**config.mk**
```make
export PLATFORM = sky130hd
export DESIGN_NAME = booth_control
export DESIGN_NICKNAME = d
export VERILOG_FILES = /design/src/rtl/booth_pkg.sv /design/src/rtl/booth_iter_cnt.sv /design/src/rtl/booth_control.sv
export SDC_FILE = /design/constraint.sdc
export NUM_CORES = 1
export LEC_CHECK = 0
export CAP_MARGIN = 20
export CORE_AREA = 2 2 39 41
export CTS_CLUSTER_SIZE = 40
export DETAILED_ROUTE_END_ITERATION = 8
export DIE_AREA = 0 0 41 43
export PLACE_DENSITY_LB_ADDON = 0.05
export SLEW_MARGIN = 20
export SYNTH_ARGS = -nofsm -noshare
export SYNTH_HDL_FRONTEND = slang
export SYNTH_SLANG_ARGS = --single-unit
```
**constraint.sdc**
```tcl
create_clock -name clk -period 1.75 [get_ports clk]
set_input_delay 0.35 -clock clk [delete_from_list [all_inputs] [get_ports clk]]
set_output_delay 0.35 -clock clk [all_outputs]
set_load 0.03 [all_outputs]
```
**src/rtl/booth_pkg.sv**
```systemverilog
`default_nettype none
// ============================================================================
// Module      : booth_pkg
// Description : Shared state encoding, Booth bit-pair codes and iteration
//               counter width helper for the Booth multiplier sequencer.
// Revision    : 1.0 - initial release
// ============================================================================
package booth_pkg;

  typedef enum logic [2:0] {
    IDLE  = 3'd0,
    LOAD  = 3'd1,
    EVAL  = 3'd2,
    SHIFT = 3'd3,
    DONE  = 3'd4
  } state_t;

  // {Q[0], Q[-1]} decode
  localparam logic [1:0] BP_NOP0 = 2'b00;
  localparam logic [1:0] BP_ADD  = 2'b01;
  localparam logic [1:0] BP_SUB  = 2'b10;
  localparam logic [1:0] BP_NOP1 = 2'b11;

  function automatic int iter_w(input int n);
    return $clog2(n + 1);
  endfunction

endpackage
`default_nettype wire

```
**src/rtl/booth_iter_cnt.sv**
```systemverilog
`default_nettype none
// ============================================================================
// Module      : booth_iter_cnt
// Description : Loadable down-counter of remaining Booth iterations with a
//               last-iteration flag. Saturates at zero.
// Revision    : 1.0 - initial release
// ============================================================================
module booth_iter_cnt
  import booth_pkg::*;
#(
  parameter int W = iter_w(4)
) (
  input  logic         clk,
  input  logic         rst,
  input  logic         load,
  input  logic         dec,
  input  logic         clear,
  input  logic [W-1:0] load_val,
  output logic [W-1:0] cnt,
  output logic         last
);

  logic [W-1:0] r_cnt;

  always_ff @(posedge clk or negedge rst) begin
    if (!rst) begin
      r_cnt <= '0;
    end else if (clear) begin
      r_cnt <= '0;
    end else if (load) begin
      r_cnt <= load_val;
    end else if (dec && (r_cnt != '0)) begin
      r_cnt <= r_cnt - W'(1);
    end
  end

  assign cnt  = r_cnt;
  assign last = (r_cnt == W'(1));

endmodule
`default_nettype wire

```
**src/rtl/booth_control.sv**
```systemverilog
`default_nettype none
// ============================================================================
// Module      : booth_control
// Description : Sequencing FSM for a radix-2 Booth multiplier datapath:
//               load, then ancho evaluate/shift rounds, then a done pulse.
// Revision    : 1.0 - initial release
// ============================================================================
module booth_control
  import booth_pkg::*;
#(
  parameter int ancho = 4
) (
  input  logic                      clk,
  input  logic                      rst,
  input  logic                      start,
  input  logic                      abort,
  input  logic [1:0]                booth_pair,
  output logic                      load,
  output logic                      op_add,
  output logic                      op_sub,
  output logic                      shift,
  output logic                      busy,
  output logic                      done,
  output logic                      result_valid,
  output logic [iter_w(ancho)-1:0]  iter
);

  localparam int                    c_iter_w    = iter_w(ancho);
  localparam logic [c_iter_w-1:0]   c_iter_init = c_iter_w'(ancho);

  state_t r_state;
  state_t w_next;
  logic   r_result_valid;
  logic   w_busy;
  logic   w_accept;
  logic   w_abort;
  logic   w_cnt_dec;
  logic   w_last;

  assign w_busy    = (r_state == LOAD) || (r_state == EVAL) || (r_state == SHIFT);
  assign w_accept  = (r_state == IDLE) && start;
  assign w_abort   = w_busy && abort;
  assign w_cnt_dec = (r_state == SHIFT);

  always_ff @(posedge clk or negedge rst) begin
    if (!rst) begin
      r_state <= IDLE;
    end else begin
      r_state <= w_next;
    end
  end

  always_comb begin
    w_next = r_state;
    case (r_state)
      IDLE:    if (start) w_next = LOAD;
      LOAD:    w_next = abort ? IDLE : EVAL;
      EVAL:    w_next = abort ? IDLE : SHIFT;
      SHIFT: begin
        if (abort)       w_next = IDLE;
        else if (w_last) w_next = DONE;
        else             w_next = EVAL;
      end
      DONE:    w_next = IDLE;
      default: w_next = IDLE;
    endcase
  end

  // Cleared when a new operation is accepted, so an abort leaves it low.
  always_ff @(posedge clk or negedge rst) begin
    if (!rst) begin
      r_result_valid <= 1'b0;
    end else if (w_accept) begin
      r_result_valid <= 1'b0;
    end else if (r_state == DONE) begin
      r_result_valid <= 1'b1;
    end
  end

  booth_iter_cnt #(
    .W (c_iter_w)
  ) u_iter_cnt (
    .clk      (clk),
    .rst      (rst),
    .load     (w_accept),
    .dec      (w_cnt_dec),
    .clear    (w_abort),
    .load_val (c_iter_init),
    .cnt      (iter),
    .last     (w_last)
  );

  assign load         = (r_state == LOAD);
  assign shift        = (r_state == SHIFT);
  assign busy         = w_busy;
  assign done         = (r_state == DONE);
  assign op_add       = (r_state == EVAL) && (booth_pair == BP_ADD);
  assign op_sub       = (r_state == EVAL) && (booth_pair == BP_SUB);
  assign result_valid = r_result_valid;

  a_ctrl_onehot : assert property (@(posedge clk) disable iff (!rst)
    $onehot0({load, op_add, op_sub, shift}));

endmodule
`default_nettype wire
```
Yosys cells after proc, flatten, opt, wreduce, memory -nomap -nowiden
Cells that the tools add are included.

word-level totals
  output and inout port bits = 10
  register bits = 7

operators by class
  equal/unequal tests = 8
  add/sub/neg operators = 1
  mux-type cells = 11
  reduce and logical (&&, ||, !) cells = 11

operator list
  kind                                                  number
  two-way mux 3 bit                                     6
  case mux 3 bit (4 select lines)                       1
  equality test 3 x 1 -> 1 bit (second input constant)  2
  equality test 3 x 2 -> 1 bit (second input constant)  2
  nonzero test 3 bit                                    2
  logical AND 1 bit                                     5
  two-way mux 2 bit                                     2
  equality test 3 bit (second input constant)           1
  zero test 3 bit                                       1
  subtractor 3 x 1 -> 3 bit (second input constant)     1
  equality test 2 x 1 -> 1 bit (second input constant)  1
  equality test 2 bit (second input constant)           1
  logical OR 1 bit                                      2
  two-way mux 1 bit                                     2
  != test 2 bit (second input constant)                 1
  nonzero test 2 bit                                    1

Longest topological paths before layout
  depth in word-level cells = 5
  gate-level depth with buffers = 5
  gate-level depth less buffers = 5

Cells and area by module
A second synthesis with hierarchy kept.

second synthesis, totals
  cells, all modules = 52
  area, all modules = 530.5 µm²

modules (own cells, without submodules)
  module          seq. area each (µm²)  cells an instance  instances  area an instance (µm²)
  booth_control   100.1                 28                 1          271.5
  booth_iter_cnt  75.1                  24                 1          259.0

Least setup slack after synthesis
OpenSTA, ideal clock, no wires.

  kind = flip-flop to output port
  start = register r_state[2]
  end = output port op_add
  stages on the path, launching flop included = 4
  data arrival time = 1722 ps
  path buffers = 1
  data required time = 1400 ps
  path slack = -322 ps
  cells stage by stage = dfrtp_1 > buf_6 > nand2b_1 > nor4b_1

on the way
  cells in the longest elaborated chain, start to end = 2

ends and longest elaborated chain
  element                       RTL line             text
  start: declaration            booth_control.sv:31  state_t r_state;
  start signal: assignment      booth_control.sv:49  r_state <= w_next;
  equality test 3 x 2 -> 1 bit  booth_control.sv:97  assign op_add = (r_state == EVAL) && (booth_pair == BP_ADD);
  logical AND 1 bit             booth_control.sv:97
  end: declaration              booth_control.sv:19  output logic op_add,

Every way passes these cells.

Worst setup path after layout
  start = register u_iter_cnt.r_cnt[1], in the netlist u_iter_cnt.cnt[1]
  end = output port iter[1]

RTL lines
  element                   RTL line              text
  start: declaration        booth_iter_cnt.sv:23  logic [W-1:0] r_cnt;
  start signal: assignment  booth_iter_cnt.sv:31  r_cnt <= load_val;
  start signal: assignment  booth_iter_cnt.sv:33  r_cnt <= r_cnt - W'(1);
  end: declaration          booth_control.sv:25   output logic [iter_w(ancho)-1:0] iter

No word-level cell between the ends.

==> summary.txt <==
n_diodes -> 0
Final nets -> 79
internal power -> 362.4 uW
Synth Instances -> 49
Gate power share -> 36.5%
max incr delay on CP -> 0.68 ns
WP data required -> 1.40 ns
CTS Root Cell -> clkbuf_4
Initial Util -> 34.90%
Final Hold Violating Endpoints -> 0
Max IR drop VDD -> 0.0003822 V
outcome -> completed
number of global-route vias before repair -> 429
initial DRC count -> 4
antenna violations before repair -> 0
count of cell types in the netlist -> 25
first-pass GRT wire length -> 1800 um
drt pass-1 iters -> 2
Util after Layout -> 49.64%
Cell Chain, Critical Path -> clkdlybuf4s50_1
cts bufs inserted -> 3
I/O Buffers -> 15
Syn. warnings -> 0
Worst Setup Start Kind -> register
clock latency on the worst-skew pair -> 0.25 ns
largest net degree at the start of global routing -> 11
Post-Layout Cell Count -> 85
Clock power frac -> 26.3%
PwrDens -> 854.4 nW/um^2
Bufs and invs on worst path -> 1
area of the core -> 1384 um^2
CP max stage cell -> clkdlybuf4s50_1
placed cell count -> 79
commonest non-fill, non-tap cell in the layout -> buf_4
Worst Path Arrival -> 1.31 ns
switching share of total power -> 38.25%
Final min period -> 1.658 ns
Area Growth Syn to Fin -> 42.23%
met3 wire len -> 64 um
die width -> 41 um
CTS H-tree lvls -> 1
FILL cells -> 152
part of the power in registers -> 37.2%
delay-heaviest family, CP -> buffers and inverters
die area -> 1763 um^2
most frequent cells in the layout -> buf_4 (10), clkdlybuf4s50_1 (7), dfrtp_1 (5), inv_1 (4), o21ai_0 (4)
Top Layer Used -> met3
Max Fclk -> 603.0 MHz
Psw -> 224.5 uW
sequential share of the synthesized area -> 36.27%
Via density -> 5.012
Bufs on Longest Clock Path -> 2
CTS clk-pin slew, worst paths -> 0.06 ns
hpwl dp -> 839.7 um
Final ANT Viol Nets -> 0
period utilization -> 94.76%
ratio of cells with drive above 1 in the final layout -> 28.99%
worst clock skew -> 0.003308 ns
Rows -> 14
RSZ-0062 raised after global routing -> no
DRC -> 0
HP Class -> in -> async
Setup Crit Path Kind -> reg -> out
M1 wire length -> 492 um
mapped cell area -> 483.0 um^2
Worst Path Max Fanout -> 3
WL met2 -> 533 um
wire per inst -> 12.82 um
Setup-failing EPs final -> 0
DRT Wirelength -> 1090 um
leakage -> 0.3632 nW
gr usage total -> 15.05%
flops & latches, synth -> 7
Worst setup EP type -> primary output
Sum Neg Setup Slack -> 0 ns
GPL Wtd Cong -> 0.6592
die height -> 43 um
syn_area_per_cell -> 9.856 um^2
Syn Nets -> 58
Max-slew headroom -> 77.06%
CTS sink cnt -> 7
TritonCTS clock tree -> done
I/O pin count -> 16
vias -> 426
Slew @ Worst Pin -> 0.3354 ns
Max-Cap Viols -> 0
grt ovf -> 0
Slew Viols, Final -> 0
## cells in the mapped netlist, drive strengths merged
cell | instances | area, um^2
a2111oi | 1 | 8.760
a21o | 1 | 7.510
a21oi | 3 | 15.01
and2 | 1 | 6.260
buf | 3 | 26.27
dfrtp | 7 | 175.2
ha | 3 | 37.54
inv | 4 | 15.01
mux2i | 1 | 10.01
nand2 | 1 | 3.750
nand2b | 2 | 12.51
nand3 | 2 | 10.01
nand3b | 1 | 20.02
nand4b | 1 | 23.77
nor2 | 3 | 11.26
nor2b | 2 | 12.51
nor3 | 1 | 5.000
nor3b | 1 | 7.510
nor4 | 1 | 6.260
nor4b | 2 | 17.52
o21ai | 4 | 20.02
or3 | 2 | 12.51
or3b | 1 | 8.760
or4b | 1 | 10.01
## layout make-up
class / count / area [um^2] / area share, %
clock buffers: 4 / 26.28 / 3.825
inverters: 4 / 15.01 / 2.186
multi-input cells: 35 / 281.5 / 40.98
flip-flops and latches: 7 / 177.7 / 25.87
well taps: 16 / 20.02 / 2.914
repair buffers: 19 / 166.4 / 24.23
## flip-flops by register name, summed over array words and instances, names as in the netlist
| name | flops |
|---|---|
| u_iter_cnt.cnt | 3 |
| r_state | 3 |
| result_valid | 1 |
## what timing repair did
item,in CTS,in global routing
setup buffers,0,2
resized for setup,3,2
endpoints found under the setup margin,4,4
hold buffers,0,0
## per-layer routing
metal  vias up  track usage (%)
li1        212                -
met1       204            20.33
met2        10            22.50
met3         0            3.141
met4         0            6.000
met5         -                0
## power by group through the flow
stage / Sequential [mW] / Clock (mW) / Combinational [mW]
2_1_floorplan: 0.224 / 0 / 0.129
3_3_place_gp: 0.223 / 0 / 0.209
3_5_place_dp: 0.224 / 0 / 0.210
4_1_cts: 0.222 / 0.158 / 0.207
5_1_grt: 0.224 / 0.166 / 0.236
6_report: 0.218 / 0.154 / 0.215
## cell families (layout without fill, tap and decap cells)
group           Yosys count  count (layout)  synth area share (%)
flops                     7               7                 36.27
mux                       1               1                 2.073
simple gates             22              22                 34.71
compound gates            9               9                 10.62
fa+ha+maj                 3               3                 7.773
buf+inv                   7              27                 8.547
## path summary, 6_finish.rpt
kind,start,slack (ns),to,cells after the start
setup / recovery,u_iter_cnt.cnt[1],0.09,iter[1],1
hold / removal,rst,0.36,r_state[0],1
setup reg to reg,u_iter_cnt.cnt[1],0.34,u_iter_cnt.cnt[2],5
hold reg to reg,result_valid,0.49,result_valid,1
max in group asynchronous,rst,1.12,r_state[1],1
min in group clk,result_valid,0.49,result_valid,1
## metrics by stage
step / setup slack (ns) / power [mW] / hold WS [ns] / cell area, um^2
6_report: 0.09170 / 0.5869 / 0.3601 / 686.9
5_1_grt: 0.04251 / 0.6266 / 0.3841 / 686.9
4_1_cts: 0.02910 / 0.5880 / 0.3662 / 668.1
3_5_place_dp: 0.1286 / 0.4340 / 0.4748 / 639.4
3_3_place_gp: 0.1670 / 0.4327 / 0.4717 / 639.4
2_1_floorplan: 0.06656 / 0.3536 / 0.05441 / 495.5
Note: power is estimated with default switching activity, not from simulation.
